$ cat src/rtl/div_pkg.sv
// Shared types and helpers for the iterative divider with result cache.
// Helpers work on a wide vector so any DATA_W up to MaxW can reuse them.
package div_pkg;

  typedef enum logic [1:0] {StIdle, StCalc, StFix, StDone} div_state_e;

  localparam int unsigned MaxW = 64;

  typedef logic [MaxW-1:0] wide_t;

  // Most negative two's-complement value for a w-bit operand.
  function automatic wide_t min_val(input int unsigned w);
    return wide_t'(1) << (w - 1);
  endfunction

  function automatic wide_t cond_neg(input wide_t v, input logic neg);
    return neg ? (~v + wide_t'(1)) : v;
  endfunction

endpackage

$ cat src/rtl/div_cache_unit_if.sv
// Request/response handshake bundle between the ALU and the divider.
interface div_cache_unit_if #(
  parameter int unsigned DATA_W = 32
);
  logic              in_valid;
  logic              in_ready;
  logic              in_sign;
  logic [DATA_W-1:0] op1;
  logic [DATA_W-1:0] op2;
  logic              out_valid;
  logic              out_ready;
  logic [DATA_W-1:0] quo;
  logic [DATA_W-1:0] rem;
  logic              out_hit;
  logic              flush;
  logic              cache_inv;

  modport master (
    output in_valid, in_sign, op1, op2, out_ready, flush, cache_inv,
    input  in_ready, out_valid, quo, rem, out_hit
  );

  modport slave (
    input  in_valid, in_sign, op1, op2, out_ready, flush, cache_inv,
    output in_ready, out_valid, quo, rem, out_hit
  );
endinterface

$ cat src/rtl/div_result_cache.sv
// Small fully-associative cache of completed divisions, filled round-robin.
module div_result_cache #(
  parameter int unsigned DATA_W      = 32,
  parameter int unsigned CACHE_DEPTH = 2
) (
  input  logic              clk,
  input  logic              rstn,
  input  logic [DATA_W-1:0] i_lk_op1,
  input  logic [DATA_W-1:0] i_lk_op2,
  input  logic              i_lk_sign,
  output logic              o_hit,
  output logic [DATA_W-1:0] o_quo,
  output logic [DATA_W-1:0] o_rem,
  input  logic              i_we,
  input  logic [DATA_W-1:0] i_wr_op1,
  input  logic [DATA_W-1:0] i_wr_op2,
  input  logic              i_wr_sign,
  input  logic [DATA_W-1:0] i_wr_quo,
  input  logic [DATA_W-1:0] i_wr_rem,
  input  logic              i_inv
);

  localparam int unsigned PtrW = (CACHE_DEPTH > 1) ? $clog2(CACHE_DEPTH) : 1;
  localparam logic [PtrW-1:0] LastPtr = PtrW'(CACHE_DEPTH - 1);

  logic [CACHE_DEPTH-1:0] r_valid;
  logic [PtrW-1:0]        r_ptr;
  logic [DATA_W-1:0]      r_op1  [CACHE_DEPTH];
  logic [DATA_W-1:0]      r_op2  [CACHE_DEPTH];
  logic                   r_sign [CACHE_DEPTH];
  logic [DATA_W-1:0]      r_quo  [CACHE_DEPTH];
  logic [DATA_W-1:0]      r_rem  [CACHE_DEPTH];

  always_ff @(posedge clk) begin
    if (!rstn || i_inv) begin
      r_valid <= '0;
      r_ptr   <= '0;
    end else if (i_we) begin
      r_valid[r_ptr] <= 1'b1;
      r_ptr          <= (r_ptr == LastPtr) ? '0 : r_ptr + 1'b1;
    end
  end

  always_ff @(posedge clk) begin
    if (i_we) begin
      r_op1[r_ptr]  <= i_wr_op1;
      r_op2[r_ptr]  <= i_wr_op2;
      r_sign[r_ptr] <= i_wr_sign;
      r_quo[r_ptr]  <= i_wr_quo;
      r_rem[r_ptr]  <= i_wr_rem;
    end
  end

  // Entries only come from misses, so at most one can match; OR-merge is safe.
  always_comb begin
    o_hit = 1'b0;
    o_quo = '0;
    o_rem = '0;
    for (int i = 0; i < CACHE_DEPTH; i++) begin
      if (r_valid[i] && r_op1[i] == i_lk_op1 && r_op2[i] == i_lk_op2 &&
          r_sign[i] == i_lk_sign) begin
        o_hit = 1'b1;
        o_quo = o_quo | r_quo[i];
        o_rem = o_rem | r_rem[i];
      end
    end
  end

endmodule

$ cat src/rtl/div_cache_unit.sv
// Iterative radix-2 restoring divider with single-cycle short-cuts and a result cache.
module div_cache_unit
  import div_pkg::*;
#(
  parameter int unsigned DATA_W      = 32,
  parameter int unsigned CACHE_DEPTH = 2
) (
  input logic             clk,
  input logic             rstn,
  div_cache_unit_if.slave bus
);

  localparam int unsigned       CntW    = $clog2(DATA_W);
  localparam logic [CntW-1:0]   CntInit = CntW'(DATA_W - 1);
  localparam logic [DATA_W-1:0] MinVal  = DATA_W'(min_val(DATA_W));

  div_state_e        r_state;
  logic [CntW-1:0]   r_cnt;
  logic [DATA_W-1:0] r_op1, r_op2;
  logic              r_sign;
  logic [DATA_W-1:0] r_dvd, r_dvs, r_part;
  logic              r_neg_q, r_neg_r;
  logic [DATA_W-1:0] r_quo, r_rem;
  logic              r_hit;

  logic              w_c_hit, w_hit, w_cache_we;
  logic [DATA_W-1:0] w_c_quo, w_c_rem;
  logic              w_div_zero, w_dvd_zero, w_ovf;
  logic              w_neg1, w_neg2;
  logic [DATA_W-1:0] w_abs1, w_abs2;
  logic [DATA_W:0]   w_shift, w_diff;
  logic              w_qbit;
  logic [DATA_W-1:0] w_part_nxt;
  logic [DATA_W-1:0] w_fix_quo, w_fix_rem;

  assign w_div_zero = (bus.op2 == '0);
  assign w_dvd_zero = (bus.op1 == '0);
  assign w_ovf      = bus.in_sign && (bus.op1 == MinVal) && (bus.op2 == '1);
  // A lookup racing an invalidate sees the post-invalidate (empty) cache.
  assign w_hit      = w_c_hit && !bus.cache_inv;

  assign w_neg1 = bus.in_sign & bus.op1[DATA_W-1];
  assign w_neg2 = bus.in_sign & bus.op2[DATA_W-1];
  assign w_abs1 = DATA_W'(cond_neg(MaxW'(bus.op1), w_neg1));
  assign w_abs2 = DATA_W'(cond_neg(MaxW'(bus.op2), w_neg2));

  // Restoring step: shift in the next dividend bit, subtract if it fits.
  assign w_shift    = {r_part, r_dvd[DATA_W-1]};
  assign w_diff     = w_shift - {1'b0, r_dvs};
  assign w_qbit     = ~w_diff[DATA_W];
  assign w_part_nxt = w_qbit ? w_diff[DATA_W-1:0] : w_shift[DATA_W-1:0];

  assign w_fix_quo  = DATA_W'(cond_neg(MaxW'(r_dvd), r_neg_q));
  assign w_fix_rem  = DATA_W'(cond_neg(MaxW'(r_part), r_neg_r));
  assign w_cache_we = (r_state == StFix) && !bus.flush && !bus.cache_inv;

  div_result_cache #(
    .DATA_W      (DATA_W),
    .CACHE_DEPTH (CACHE_DEPTH)
  ) u_cache (
    .clk       (clk),
    .rstn      (rstn),
    .i_lk_op1  (bus.op1),
    .i_lk_op2  (bus.op2),
    .i_lk_sign (bus.in_sign),
    .o_hit     (w_c_hit),
    .o_quo     (w_c_quo),
    .o_rem     (w_c_rem),
    .i_we      (w_cache_we),
    .i_wr_op1  (r_op1),
    .i_wr_op2  (r_op2),
    .i_wr_sign (r_sign),
    .i_wr_quo  (w_fix_quo),
    .i_wr_rem  (w_fix_rem),
    .i_inv     (bus.cache_inv)
  );

  always_ff @(posedge clk) begin
    if (!rstn) begin
      r_state <= StIdle;
      r_cnt   <= '0;
      r_op1   <= '0;
      r_op2   <= '0;
      r_sign  <= 1'b0;
      r_dvd   <= '0;
      r_dvs   <= '0;
      r_part  <= '0;
      r_neg_q <= 1'b0;
      r_neg_r <= 1'b0;
      r_quo   <= '0;
      r_rem   <= '0;
      r_hit   <= 1'b0;
    end else if (bus.flush) begin
      r_state <= StIdle;
    end else begin
      unique case (r_state)
        StIdle: begin
          if (bus.in_valid) begin
            r_op1  <= bus.op1;
            r_op2  <= bus.op2;
            r_sign <= bus.in_sign;
            r_hit  <= 1'b0;
            if (w_div_zero) begin
              r_quo   <= '1;
              r_rem   <= bus.op1;
              r_state <= StDone;
            end else if (w_dvd_zero) begin
              r_quo   <= '0;
              r_rem   <= '0;
              r_state <= StDone;
            end else if (w_ovf) begin
              r_quo   <= MinVal;
              r_rem   <= '0;
              r_state <= StDone;
            end else if (w_hit) begin
              r_quo   <= w_c_quo;
              r_rem   <= w_c_rem;
              r_hit   <= 1'b1;
              r_state <= StDone;
            end else begin
              r_dvd   <= w_abs1;
              r_dvs   <= w_abs2;
              r_part  <= '0;
              r_neg_q <= w_neg1 ^ w_neg2;
              r_neg_r <= w_neg1;
              r_cnt   <= CntInit;
              r_state <= StCalc;
            end
          end
        end
        StCalc: begin
          r_dvd  <= {r_dvd[DATA_W-2:0], w_qbit};
          r_part <= w_part_nxt;
          if (r_cnt == '0) begin
            r_state <= StFix;
          end else begin
            r_cnt <= r_cnt - 1'b1;
          end
        end
        StFix: begin
          r_quo   <= w_fix_quo;
          r_rem   <= w_fix_rem;
          r_hit   <= 1'b0;
          r_state <= StDone;
        end
        StDone: begin
          if (bus.out_ready) begin
            r_state <= StIdle;
          end
        end
        default: r_state <= StIdle;
      endcase
    end
  end

  assign bus.in_ready  = (r_state == StIdle);
  assign bus.out_valid = (r_state == StDone);
  assign bus.quo       = r_quo;
  assign bus.rem       = r_rem;
  assign bus.out_hit   = r_hit;

endmodule

$ cat src/flat_wrapper.sv
// flat-port wrapper written by rule: the top's interface ports become plain ports
module div_cache_unit_flat import div_pkg::*;
#(
  parameter int unsigned DATA_W      = 32,
  parameter int unsigned CACHE_DEPTH = 2
)
  (clk, rstn, bus_in_valid, bus_in_sign, bus_op1, bus_op2, bus_out_ready, bus_flush, bus_cache_inv, bus_in_ready, bus_out_valid, bus_quo, bus_rem, bus_out_hit);
  div_cache_unit_if #(.DATA_W(DATA_W)) bus_i ();
  input logic clk;
  input logic rstn;
  input wire logic [$bits(bus_i.in_valid)-1:0] bus_in_valid;
  input wire logic [$bits(bus_i.in_sign)-1:0] bus_in_sign;
  input wire logic [$bits(bus_i.op1)-1:0] bus_op1;
  input wire logic [$bits(bus_i.op2)-1:0] bus_op2;
  input wire logic [$bits(bus_i.out_ready)-1:0] bus_out_ready;
  input wire logic [$bits(bus_i.flush)-1:0] bus_flush;
  input wire logic [$bits(bus_i.cache_inv)-1:0] bus_cache_inv;
  output wire logic [$bits(bus_i.in_ready)-1:0] bus_in_ready;
  output wire logic [$bits(bus_i.out_valid)-1:0] bus_out_valid;
  output wire logic [$bits(bus_i.quo)-1:0] bus_quo;
  output wire logic [$bits(bus_i.rem)-1:0] bus_rem;
  output wire logic [$bits(bus_i.out_hit)-1:0] bus_out_hit;
  assign bus_i.in_valid = bus_in_valid;
  assign bus_i.in_sign = bus_in_sign;
  assign bus_i.op1 = bus_op1;
  assign bus_i.op2 = bus_op2;
  assign bus_i.out_ready = bus_out_ready;
  assign bus_i.flush = bus_flush;
  assign bus_i.cache_inv = bus_cache_inv;
  assign bus_in_ready = bus_i.in_ready;
  assign bus_out_valid = bus_i.out_valid;
  assign bus_quo = bus_i.quo;
  assign bus_rem = bus_i.rem;
  assign bus_out_hit = bus_i.out_hit;
  div_cache_unit #(.DATA_W(DATA_W), .CACHE_DEPTH(CACHE_DEPTH)) u_core (.clk(clk), .rstn(rstn), .bus(bus_i));
endmodule
$ cat config.mk
export PLATFORM = sky130hd
export DESIGN_NAME = div_cache_unit_flat
export DESIGN_NICKNAME = d
export VERILOG_FILES = /design/src/rtl/div_pkg.sv /design/src/rtl/div_cache_unit_if.sv /design/src/rtl/div_result_cache.sv /design/src/rtl/div_cache_unit.sv /design/src/flat_wrapper.sv
export SDC_FILE = /design/constraint.sdc
export NUM_CORES = 1
export LEC_CHECK = 0
export CORE_UTILIZATION = 35
export CTS_CLUSTER_DIAMETER = 60
export DETAILED_ROUTE_END_ITERATION = 16
export GPL_TIMING_DRIVEN = 0
export HOLD_SLACK_MARGIN = 0.06
export PLACE_DENSITY = 0.61
export REMOVE_ABC_BUFFERS = 1
export SLEW_MARGIN = 20
export SYNTH_ARGS = -nofsm -noshare
export SYNTH_HDL_FRONTEND = slang
export SYNTH_SLANG_ARGS = --single-unit
$ cat constraint.sdc
create_clock -name clk -period 21.9 [get_ports clk]
set_input_delay 5.475 -clock clk [delete_from_list [all_inputs] [get_ports clk]]
set_output_delay 5.475 -clock clk [all_outputs]
set_load 0.01 [all_outputs]
# --- Word level (Yosys, flattened, before mapping) ---
# Memory sizes are Yosys's and may differ from the RTL's.
# Index checks and enable logic that the tools add are counted.
totals:
  mem_count: 5
  elab_cells: 157
  out_inout_bits: 67
  regBits: 238
  mem_bits_rw: 258
  inputBits: 71
memory_table:
  columns: ["memory", "depth", "word_bits", "read_ports", "rd_ports_with_merged_regs", "write_ports", "line", "source"]
  rows:
  - ["u_core.u_cache.r_op1", 2, 32, 2, 0, 1, "div_result_cache.sv:28", "logic [DATA_W-1:0] r_op1 [CACHE_DEPTH];"]
  - ["u_core.u_cache.r_op2", 2, 32, 2, 0, 1, "div_result_cache.sv:29", "logic [DATA_W-1:0] r_op2 [CACHE_DEPTH];"]
  - ["u_core.u_cache.r_quo", 2, 32, 2, 0, 1, "div_result_cache.sv:31", "logic [DATA_W-1:0] r_quo [CACHE_DEPTH];"]
  - ["u_core.u_cache.r_rem", 2, 32, 2, 0, 1, "div_result_cache.sv:32", "logic [DATA_W-1:0] r_rem [CACHE_DEPTH];"]
  - ["u_core.u_cache.r_sign", 2, 1, 2, 0, 1, "div_result_cache.sv:30", "logic r_sign [CACHE_DEPTH];"]
op_classes:
  bitwise_logic: 17
  n_addsub: 7
  n_mux: 61
  eq_ne: 20
  order_cmp: 2
  n_reduce_logical: 30
op_table:
  columns: ["cell", "n"]
  rows:
  - ["2-to-1 mux 32 bit", 29]
  - ["case mux 32 bit (2 select lines)", 4]
  - ["adder 32 x 1 -> 32 bit, second input constant", 4]
  - ["equality test 32 bit", 4]
  - ["NOT 32 bit", 4]
  - ["equality test 32 bit, second input constant", 2]
  - ["zero test 32 bit", 2]
  - ["OR 32 bit", 2]
  - ["subtractor 33 x 32 -> 33 bit", 1]
  - ["2-to-1 mux 5 bit", 6]
  - ["2-to-1 mux 2 bit", 7]
  - ["!= test 2 bit, second input constant", 7]
  - ["AND reduction 7 bit", 2]
  - ["logical AND 1 bit", 12]
  - ["2-to-1 mux 1 bit", 11]
  - ["case mux 5 bit (2 select lines)", 1]
  - ["AND reduction 3 bit", 3]
  - ["case mux 2 bit (4 select lines)", 1]
  - ["AND reduction 8 bit", 1]
  - ["NOT 1 bit", 7]
  - ["zero test 5 bit", 1]
  - ["!= test 5 x 1 -> 1 bit, second input constant", 1]
  - ["subtractor 5 x 1 -> 5 bit, second input constant", 1]
  - ["equality test 2 bit, second input constant", 2]
  - ["17 further kinds", 22]

# --- Depth between registers and ports, before layout ---
# Gate-level depths: netlist (run 1).
depth:
  depth_word: 13
  depth_mapped: 14
  depth_no_buf: 12

# --- By module ---
# From an unflattened synthesis (run 1), not the netlist that was laid out.
hier_totals:
  hier_cells: 2729
  hier_area_um2: 25934.9
modules_own_cells:
  columns: ["mod", "cells_per_inst", "seq_area_each_um2", "instances", "area_per_inst_um2"]
  rows:
  - ["div_cache_unit", 1998, 4704.5, 1, 14589.0]
  - ["div_result_cache", 731, 7807.5, 1, 11345.9]

# --- Worst setup path after synthesis (run 1) ---
# No wires, ideal clock.
synth_path:
  path_kind: "input port to flip-flop"
  startpoint: "in bus_cache_inv"
  endpoint: "mem u_core.u_cache.r_op1[0][0], enable pin"
  setup_time_ps: 937
  n_path_buf: 0
  slack_ps: 3205
  t_required_ps: 20963
  cell_stages: 1
  t_arrival_ps: 17757
  cell_sequence: "nor4_1"
synth_via:
  elab_chain_len: 4
synth_rtl:
  columns: ["element", "line", "source"]
  rows:
  - ["start, declared", "flat_wrapper.sv:17", "input wire logic [$bits(bus_i.cache_inv)-1:0] bus_cache_inv;"]
  - ["zero test 1 bit", "div_cache_unit.sv:55", "assign w_cache_we = (r_state == StFix) && !bus.flush && !bus.cache_inv;"]
  - ["logical AND 1 bit", "div_cache_unit.sv:55", null]
  - ["2-to-1 mux 1 bit", "div_result_cache.sv:45", "if (i_we) begin"]
  - ["2-to-1 mux 1 bit (implied by the code)", "div_result_cache.sv:46", "r_op1[r_ptr] <= i_wr_op1;"]
  - ["end, declared", "div_result_cache.sv:28", null]
# Every way passes these cells.

# --- Final worst setup path (run 1) ---
layout_path:
  startpoint: "in bus_op2[19]"
  endpoint: "reg u_core.r_quo[13], in the netlist u_core.bus.quo[13]"
layout_via:
  elab_chain_len: 12
  word_cells_on_any_way: 23
  cone_classes: "eq/ne: 4; mux: 10; bitwise: 1; reduce/logical: 8"
layout_rtl:
  columns: ["element", "line", "source"]
  rows:
  - ["start, declared", "flat_wrapper.sv:14", "input wire logic [$bits(bus_i.op2)-1:0] bus_op2;"]
  - ["equality test 32 bit", "div_result_cache.sv:60", "if (r_valid[i] && r_op1[i] == i_lk_op1 && r_op2[i] == i_lk_op2 &&"]
  - ["logical AND 1 bit (2 in a row)", "div_result_cache.sv:60", null]
  - ["2-to-1 mux 32 bit", "div_result_cache.sv:60", null]
  - ["OR 32 bit", "div_result_cache.sv:63", "o_quo = o_quo | r_quo[i];"]
  - ["2-to-1 mux 32 bit", "div_result_cache.sv:60", null]
  - ["2-to-1 mux 32 bit", "div_cache_unit.sv:115", "end else if (w_hit) begin"]
  - ["2-to-1 mux 32 bit", "div_cache_unit.sv:111", "end else if (w_ovf) begin"]
  - ["2-to-1 mux 32 bit", "div_cache_unit.sv:107", "end else if (w_dvd_zero) begin"]
  - ["2-to-1 mux 32 bit", "div_cache_unit.sv:103", "if (w_div_zero) begin"]
  - ["2-to-1 mux 32 bit", "div_cache_unit.sv:98", "if (bus.in_valid) begin"]
  - ["case mux 32 bit (2 select lines)", "div_cache_unit.sv:96", "unique case (r_state)"]
  - ["end signal, assigned", "div_cache_unit.sv:112", "r_quo <= MinVal;"]
  - ["end signal, assigned", "div_cache_unit.sv:116", "r_quo <= w_c_quo;"]
  - ["end signal, assigned", "div_cache_unit.sv:141", "r_quo <= w_fix_quo;"]
  - ["end, declared", "div_cache_unit.sv:23", "logic [DATA_W-1:0] r_quo, r_rem;"]
# Several ways; a longest one is shown, not always the timed one. The select of a mux whose other input is x is not followed.
# A chain may end at the register's enable or synchronous reset.

==> metrics.md, run 1 <==
| Metric | Value |
|---|---|
| Result of the run | finished clean |
| Most frequently used flop master after synthesis | sky130_fd_sc_hd__edfxtp_1 |
| Final setup viols | 0 |
| Clock-pin transition on the worst setup and hold timing paths | 0.06 ns |
| Post-detailed-route wirelength per cell | about 22 um |
| Horiz. Die Dim | 272 um |
| Fraction of synthesized cell area taken by the top area cell type | a little under a third |
| Max Clk Rate | 99.3 MHz |
| Biggest area consumer among synthesized cells | sky130_fd_sc_hd__edfxtp_1 |
| Drt pass-1 iters | 5 |
| Ratio of routed vias to standard cells | 5.56 |
| Number of maximum-capacitance constraint violations | 0 |
| CTS-repair resized insts | 0 |
| Starting density of the core | 35.6% |
| Mapped Avg Cell Area | roughly 9.4 um2 |
| Final-layout fill cell count | 6,975 |
| Via count | 21,100 |
| Net count, final | 2,898 |
| Source-to-sink clock delay at the later pin of the worst-skew pair | 0.63 ns |
| Share of final-layout standard cells stronger than drive strength 1 | 7.49% |
| # hold bufs at CTS | 0 |
| Area contributors post-synth | sky130_fd_sc_hd__edfxtp_1, sky130_fd_sc_hd__dfxtp_1, sky130_fd_sc_hd__xnor2_1 |
| Met3 track utilization from global routing | between 3 and 4% |
| Final hold violation count | 0 |
| First-pass GRT wire length | approximately 120,000 um |
| Req. time, crit path | roughly 22 ns |
| IO Pins | 138 |
| Leakage power | 10.2 nW |
| Buffers from clock root to sink, at most | 3 |
| Drt total wl | 83,000 um |
| Critical Setup Path Class | primary input to register |
| Area of the core | 0.0720 mm2 |
| DR DRC count | 0 |
| Final Cycle Share | 46.0% |
| Largest net degree at the start of global routing | approximately 110 |
| Hpwl dp | 60,200 um |
| Maximum vdd drop | about 0.065 mV |
| Post-layout min period | slightly above 10 ns |
| Busiest layer in global routing | met2 |
| Category of the worst setup path capture point | register |
| Share of synthesized flip-flops with an asynchronous set or reset | 0% |
| Clock skew after layout | 0.0246 ns |
| Count of unique library cells instantiated by Yosys | 84 |
| Initial DRC Count | a little under 2,000 |
| Area Overhead vs Synth | 17.8% |
| Worst endpoint data arrival time | 10.59 ns |
| Post-synthesis register bit count | 496 |
| Die extent in y | 272 um |
| Routability congestion estimate | approximately 0.94 |
| Syn Std Cell Area | approximately 0.026 mm2 |
| Power per standard cell area | about 73 mW/mm2 |
| Floorplan row count | 98 |
| Via count of the first global-routing pass | 19,700 |
| Max transition margin | 36.5% |
| Unrepaired setup endpoints after global routing | false |
| Antenna violations before repair | 2 |
| Type of element launching the critical path | primary input |
| Post-Syn Instances | between 2,000 and 3,000 |
| # port buffers | 137 |
| Overflow left after global routing | 0 |
| Final TNS setup | 0 ns |
| Placed insts | 3,673 |
| GR met2 Demand/Resource | 33.7% |
| CTS root buffer | sky130_fd_sc_hd__clkbuf_16 |
| Clock sink count | 496 |
| Crit-path max FO | 47 |
| Count of H-tree levels built during CTS | 2 |
| Hold Crit Class | register to register |
| Yosys warns | 0 |
| GRT Total Usage | 22.0% |
| Met1 track demand over resource in global routing | 30.9% |
| CTS Buf Count | 58 |
| Final number of max-transition violations | 0 |
| Post-CTS setup-driven buffer insertion count | 0 |
| Die area | 0.0742 mm2 |
| Count of flip-flops with a built-in enable after synthesis | 258 |
| Seq/Total Area, Yosys | 48.9% |
| Post-route non-filler standard cell count | ~3,800 |
| Final worst setup slack | 11.83 ns |
| CTS tree | yes |
| Setup slack at placement | between 10 and 15 ns |
| Final design instance area without fill | 0.0302 mm2 |
| Cell Area, Placed | 0.0282 mm2 |
| Final ANT Viol Nets | 0 |
| Tightest Pin Transition | approximately 0.95 ns |
[worst paths after layout]
check | startpoint | to | slack (ns) | cells past startpoint
worst max register to register | u_core.u_cache.r_op1[1][1] | u_core.bus.quo[13] | 17.32 | 11
worst min-delay path | u_core.r_op1[12] | u_core.u_cache.r_op1[1][12] | 0.45 | 0
worst max-delay path | bus_op2[19] | u_core.bus.quo[13] | 11.83 | 11
worst min register to register | u_core.r_op1[12] | u_core.u_cache.r_op1[1][12] | 0.45 | 0
[layout by cell type, fill, tap and decap left out, types with 21 or more instances in the layout]
cell type	instances
sky130_fd_sc_hd__nand2_1	307
sky130_fd_sc_hd__edfxtp_1	258
sky130_fd_sc_hd__dfxtp_1	237
sky130_fd_sc_hd__a21oi_1	203
sky130_fd_sc_hd__nor2_1	184
sky130_fd_sc_hd__xnor2_1	139
sky130_fd_sc_hd__clkdlybuf4s50_1	136
sky130_fd_sc_hd__inv_1	127
sky130_fd_sc_hd__nand3_1	124
sky130_fd_sc_hd__o21ai_0	115
sky130_fd_sc_hd__xor2_1	100
sky130_fd_sc_hd__nor4_1	68
sky130_fd_sc_hd__a211oi_1	64
sky130_fd_sc_hd__clkbuf_16	59
sky130_fd_sc_hd__mux2i_1	52
sky130_fd_sc_hd__nor2b_1	46
sky130_fd_sc_hd__ha_1	41
sky130_fd_sc_hd__o31ai_1	40
sky130_fd_sc_hd__nand4_1	32
sky130_fd_sc_hd__a21o_1	24
sky130_fd_sc_hd__nor3_1	23
sky130_fd_sc_hd__nand2b_1	23
sky130_fd_sc_hd__o211ai_1	23
sky130_fd_sc_hd__or2_2	22
sky130_fd_sc_hd__o21ai_1	21
sky130_fd_sc_hd__buf_2	21
[state kept, by name (all words and copies together), names as in the netlist, 64 cells and up]
name and cells:
u_core.u_cache.r_rem 64, u_core.u_cache.r_quo 64, u_core.u_cache.r_op2 64, u_core.u_cache.r_op1 64
[metal layers]
| layer | vias to the layer above | wire length, um |
|---|---|---|
| met5 | - | 0 |
| met1 | 10100 | 36300 |
| met2 | 894 | 36800 |
| met4 | 0 | 2970 |
| li1 | 9911 | - |
| met3 | 157 | 6900 |
[cell type report]
type                            count  area (um2)  share of cell area [%]
Clock inverter                     29         303                    1.00
Antenna cell                        1        2.50                 0.00829
Clock buffer                       80        1650                    5.45
Sequential cell                   496       12500                    41.5
Inverter                          129         494                    1.64
Timing Repair Buffer              195        2040                    6.76
Tap cell                          950        1190                    3.94
Multi-Input combinational cell   1903       12000                    39.7
[cell families (layout without fill, tap and decap cells)]
family | Yosys count | after routing | share of synthesized area [%]
other | 0 | 1 | 0
AO/OA/AOI/OAI | 635 | 635 | 15.9
buffers and inverters | 326 | 433 | 4.99
adder cells (fa/ha/maj) | 44 | 44 | 2.18
XOR/XNOR | 240 | 240 | 8.21
flip-flops | 496 | 496 | 48.9
AND/OR/NAND/NOR | 931 | 931 | 17.8
multiplexers | 53 | 53 | 2.08
[Yosys cell counts, drive strengths merged (26+ instances only)]
master,count
mux2i,52
o21ai,137
dfxtp,238
nand3,124
a21oi,205
nor2b,46
xnor2,139
buf,34
nor4,72
o31ai,40
xor2,101
clkbuf,163
nor2,186
or2,26
a211oi,64
edfxtp,258
nand2,308
ha,43
inv,129
nand4,32
[stage by stage]
step	hold WS, ns	power [mW]	util [%]
after detailed placement	0.438	1.25	39.2
after global placement	0.433	1.25	38.0
after CTS	0.447	2.23	41.9
final	0.448	2.22	41.9
after global routing	0.462	2.29	41.9
after floorplan	0.425	1.16	-
[power breakdown]
part	internal [mW]	switching (mW)
Sequential	0.992	0.0159
Combinational	0.0821	0.143
Clock	0.576	0.406
Total	1.65	0.565
[worst max-delay path: stages]
cell                              delay, ns
sky130_fd_sc_hd__clkdlybuf4s50_1       0.91
sky130_fd_sc_hd__inv_1                 0.29
sky130_fd_sc_hd__a221o_1               0.39
sky130_fd_sc_hd__nor4_1                0.49
sky130_fd_sc_hd__and4_4                0.84
sky130_fd_sc_hd__a32oi_4               0.40
sky130_fd_sc_hd__buf_8                 0.28
sky130_fd_sc_hd__a21oi_4               0.44
sky130_fd_sc_hd__buf_16                0.21
sky130_fd_sc_hd__nand2_1               0.40
sky130_fd_sc_hd__o31ai_1               0.41
Note: power is estimated with default switching activity, not from simulation.
==> inputs of run 2 (changes only) <==
PLACE_DENSITY = 0.63   (was 0.61)
clock period = 9.11 ns   (was 21.9 ns; I/O delays follow)
==> run 2 against run 1 <==
Compared with the run above:
- critical path depth rose by 2
- first-iteration DRC count rose by 13%
- largest cell class unchanged
- critical path type unchanged
- largest power group unchanged
- via count rose by 1.4%
- final cell count fell by 0.16%
==> metrics.md, run 2 (same netlist as run 1, synthesis figures left out) <==
| Metric | Value |
|---|---|
| Drt total wl | 83,200 um (+0.23%) |
| Standard cell with the maximum stage delay on the critical path | sky130_fd_sc_hd__clkdlybuf4s50_1 |
| Final-layout fill cell count | 7,026 (+0.73%) |
| Final ANT Viol Nets | 0 (unchanged) |
| Post-layout min period | 6.90 ns |
| Number of maximum-capacitance constraint violations | 0 (unchanged) |
| CP max stage delay | 0.72 ns (-0.19 ns) |
| CTS root buffer | sky130_fd_sc_hd__clkbuf_16 |
| Cell Area, Placed | 0.0282 mm2 (about the same) |
| Max transition margin | 35.9% (-0.64 points) |
| Power per standard cell area | 177 mW/mm2 (+140%) |
| Type of element launching the critical path | primary input |
| Largest net degree at the start of global routing | 111 (unchanged) |
| CTS Buf Count | 55 (-5.2%) |
| Final hold violation count | 0 (unchanged) |
| Critical Setup Path Class | primary input to register |
| Power, Total | 5.32 mW (+140%) |
| Net count, final | 2,895 (-0.10%) |
| Initial DRC Count | 2,189 (+13%) |
| Cell type with the highest occurrence count on the critical path | sky130_fd_sc_hd__a21oi_4 |
| Max Clk Rate | roughly 140 MHz |
| Floorplan row count | 98 (unchanged) |
| Count of H-tree levels built during CTS | 2 (unchanged) |
| Maximum vdd drop | 0.131 mV (+100%) |
| Routability congestion estimate | 0.938 (about the same) |
| Area Overhead vs Synth | 17.7% |
| Worst hold path depth | 2 (+2) |
| Post-route non-filler standard cell count | 3,777 (-0.16%) |
| Crit-path max FO | 26 (-45%) |
| Final design instance area without fill | 0.0301 mm2 (-0.12%) |
| IO Pins | 138 (unchanged) |
| Post-CTS setup-driven buffer insertion count | 0 (unchanged) |
| Critical-path cell list | clkdlybuf4s50_1 > inv_1 > ha_1 > nor3b_1 > and4_1 > nand4_1 > o21ai_4 > a21oi_4 > buf_8 > a21oi_4 > buf_16 > nand2_1 > o31ai_1 |
| Clock sink count | 496 (unchanged) |
| Horiz. Die Dim | 272 um (unchanged) |
| Via count | 21,400 (+1.4%) |
| Unrepaired setup endpoints after global routing | false |
| Drt pass-1 iters | 5 (unchanged) |
| Ratio of routed vias to standard cells | 5.65 (+1.6%) |
| # port buffers | 137 (unchanged) |
| Final Cycle Share | roughly 76% |
| Source-to-sink clock delay at the later pin of the worst-skew pair | 0.62 ns (about the same) |
| # hold bufs at CTS | 0 (unchanged) |
| Worst endpoint data arrival time | 7.40 ns (-3.19 ns) |
| Clock skew after layout | 0.0234 ns (-0.00116 ns) |
| Area of the core | 0.0720 mm2 (unchanged) |
| Final setup viols | 0 (unchanged) |
| Share of final-layout standard cells stronger than drive strength 1 | 7.18% (-0.30 points) |
| Area occupied by multi-input gates | 0.0120 mm2 (about the same) |
| Die extent in y | 272 um (unchanged) |
| Starting density of the core | 35.6% (unchanged) |
| Tightest Pin Transition | 0.960 ns (+0.00957 ns) |
| Result of the run | finished clean |
| Hold Crit Class | register to register |
| DR DRC count | 0 (unchanged) |
| CTS tree | yes |
| CTS-repair resized insts | 0 (unchanged) |
| GRT Total Usage | 22.0% (about the same) |
| Category of the worst setup path capture point | register |
| Req. time, crit path | 9.61 ns (-12.82 ns) |
| Antenna violations before repair | 1 (-1) |
| Hpwl dp | 60,400 um (+0.32%) |
| Post-detailed-route wirelength per cell | 22.0 um (+0.38%) |
| First-pass GRT wire length | 125,000 um (+0.42%) |
| Placed insts | 3,673 (unchanged) |
| Leakage power | 10.2 nW (-0.43%) |
| Commonest cells after routing, fill and taps aside | sky130_fd_sc_hd__nand2_1, sky130_fd_sc_hd__edfxtp_1, sky130_fd_sc_hd__dfxtp_1 |
| Depth of the worst register-to-register path | 9 (-2) |
| Flip-flop and latch area | 0.0125 mm2 (unchanged) |
| Final number of max-transition violations | 0 (unchanged) |
| Via count of the first global-routing pass | 19,800 (+0.62%) |
| Buffers from clock root to sink, at most | 3 (unchanged) |
| Most common library cell in the layout ignoring fill and taps | sky130_fd_sc_hd__nand2_1 |
| Clock-pin transition on the worst setup and hold timing paths | 0.06 ns (about the same) |
| Die area | 0.0742 mm2 (unchanged) |
| Overflow left after global routing | 0 (unchanged) |
## run 2: layer usage
| metal | part of all wire [%] | GRT usage (%) |
|---|---|---|
| met5 | 0 | 0 |
| met4 | 3.3 | 7.53 |
| met3 | 8.3 | 3.31 |
| met2 | 45 | 34.2 |
| met1 | 44 | 31.0 |
## run 2: power by group
group | total (mW) | switching (mW) | internal [mW] | leakage [nW]
Clock | 2.35 | 0.937 | 1.42 | 0.914
Combinational | 0.544 | 0.346 | 0.198 | 5.01
Sequential | 2.43 | 0.0403 | 2.39 | 4.22
## run 2: worst paths after layout
path / slack (ns) / endpoint / startpoint
worst min-delay path: 0.45 / u_core.bus.quo[7] / u_core.bus.quo[7]
worst max register to register: 4.88 / u_core.r_part[17] / u_core.u_cache.r_op2[1][29]
worst min register to register: 0.45 / u_core.bus.quo[7] / u_core.bus.quo[7]
worst max-delay path: 2.21 / u_core.bus.rem[18] / bus_op2[1]
## run 2: final cells by class
class	instances	share of cell area (%)
sequential	496	41.5
tap	950	3.94
antenna	1	0.00830
clock buffer	84	5.33
clock inverter	19	0.988
timing repair buffer	195	6.82
multi-input combinational	1903	39.7
inverter	129	1.64
## run 2: per-stage QoR
step	TNS [ns]	setup WS (ns)	util [%]	hold WS (ns)
2_1_floorplan	-829.61	-6.39	-	0.425
3_3_place_gp	-2406.95	-16.27	38.0	0.432
3_5_place_dp	0	1.80	39.2	0.437
6_report	0	2.21	41.9	0.449
4_1_cts	0	2.35	41.9	0.451
5_1_grt	0	2.06	41.9	0.458
## run 2: critical path, delay by kind of cell
kind / cells / cell delay [ns]
AOI/OAI and AO/OA: 4 / 1.52
adders and majority gates: 1 / 0.18
and+or+nand+nor: 4 / 1.98
buffers and inverters: 4 / 1.37
==> inputs of run 3 (changes only) <==
PLACE_DENSITY = 0.61   (was 0.63)
clock period = 7.1 ns   (was 9.11 ns; I/O delays follow)
==> results of run 3 <==
The final DEF is identical to that of run 1. Status: finished clean.
Main changes from that run: setup slack after placement 11.35 ns -> 0.248 ns; setup slack after layout 11.83 ns -> 0.733 ns; register-to-register setup slack 17.32 ns -> 2.52 ns; total power 2.22 mW -> 6.83 mW; worst IR drop on VDD 0.0649 mV -> 0.200 mV
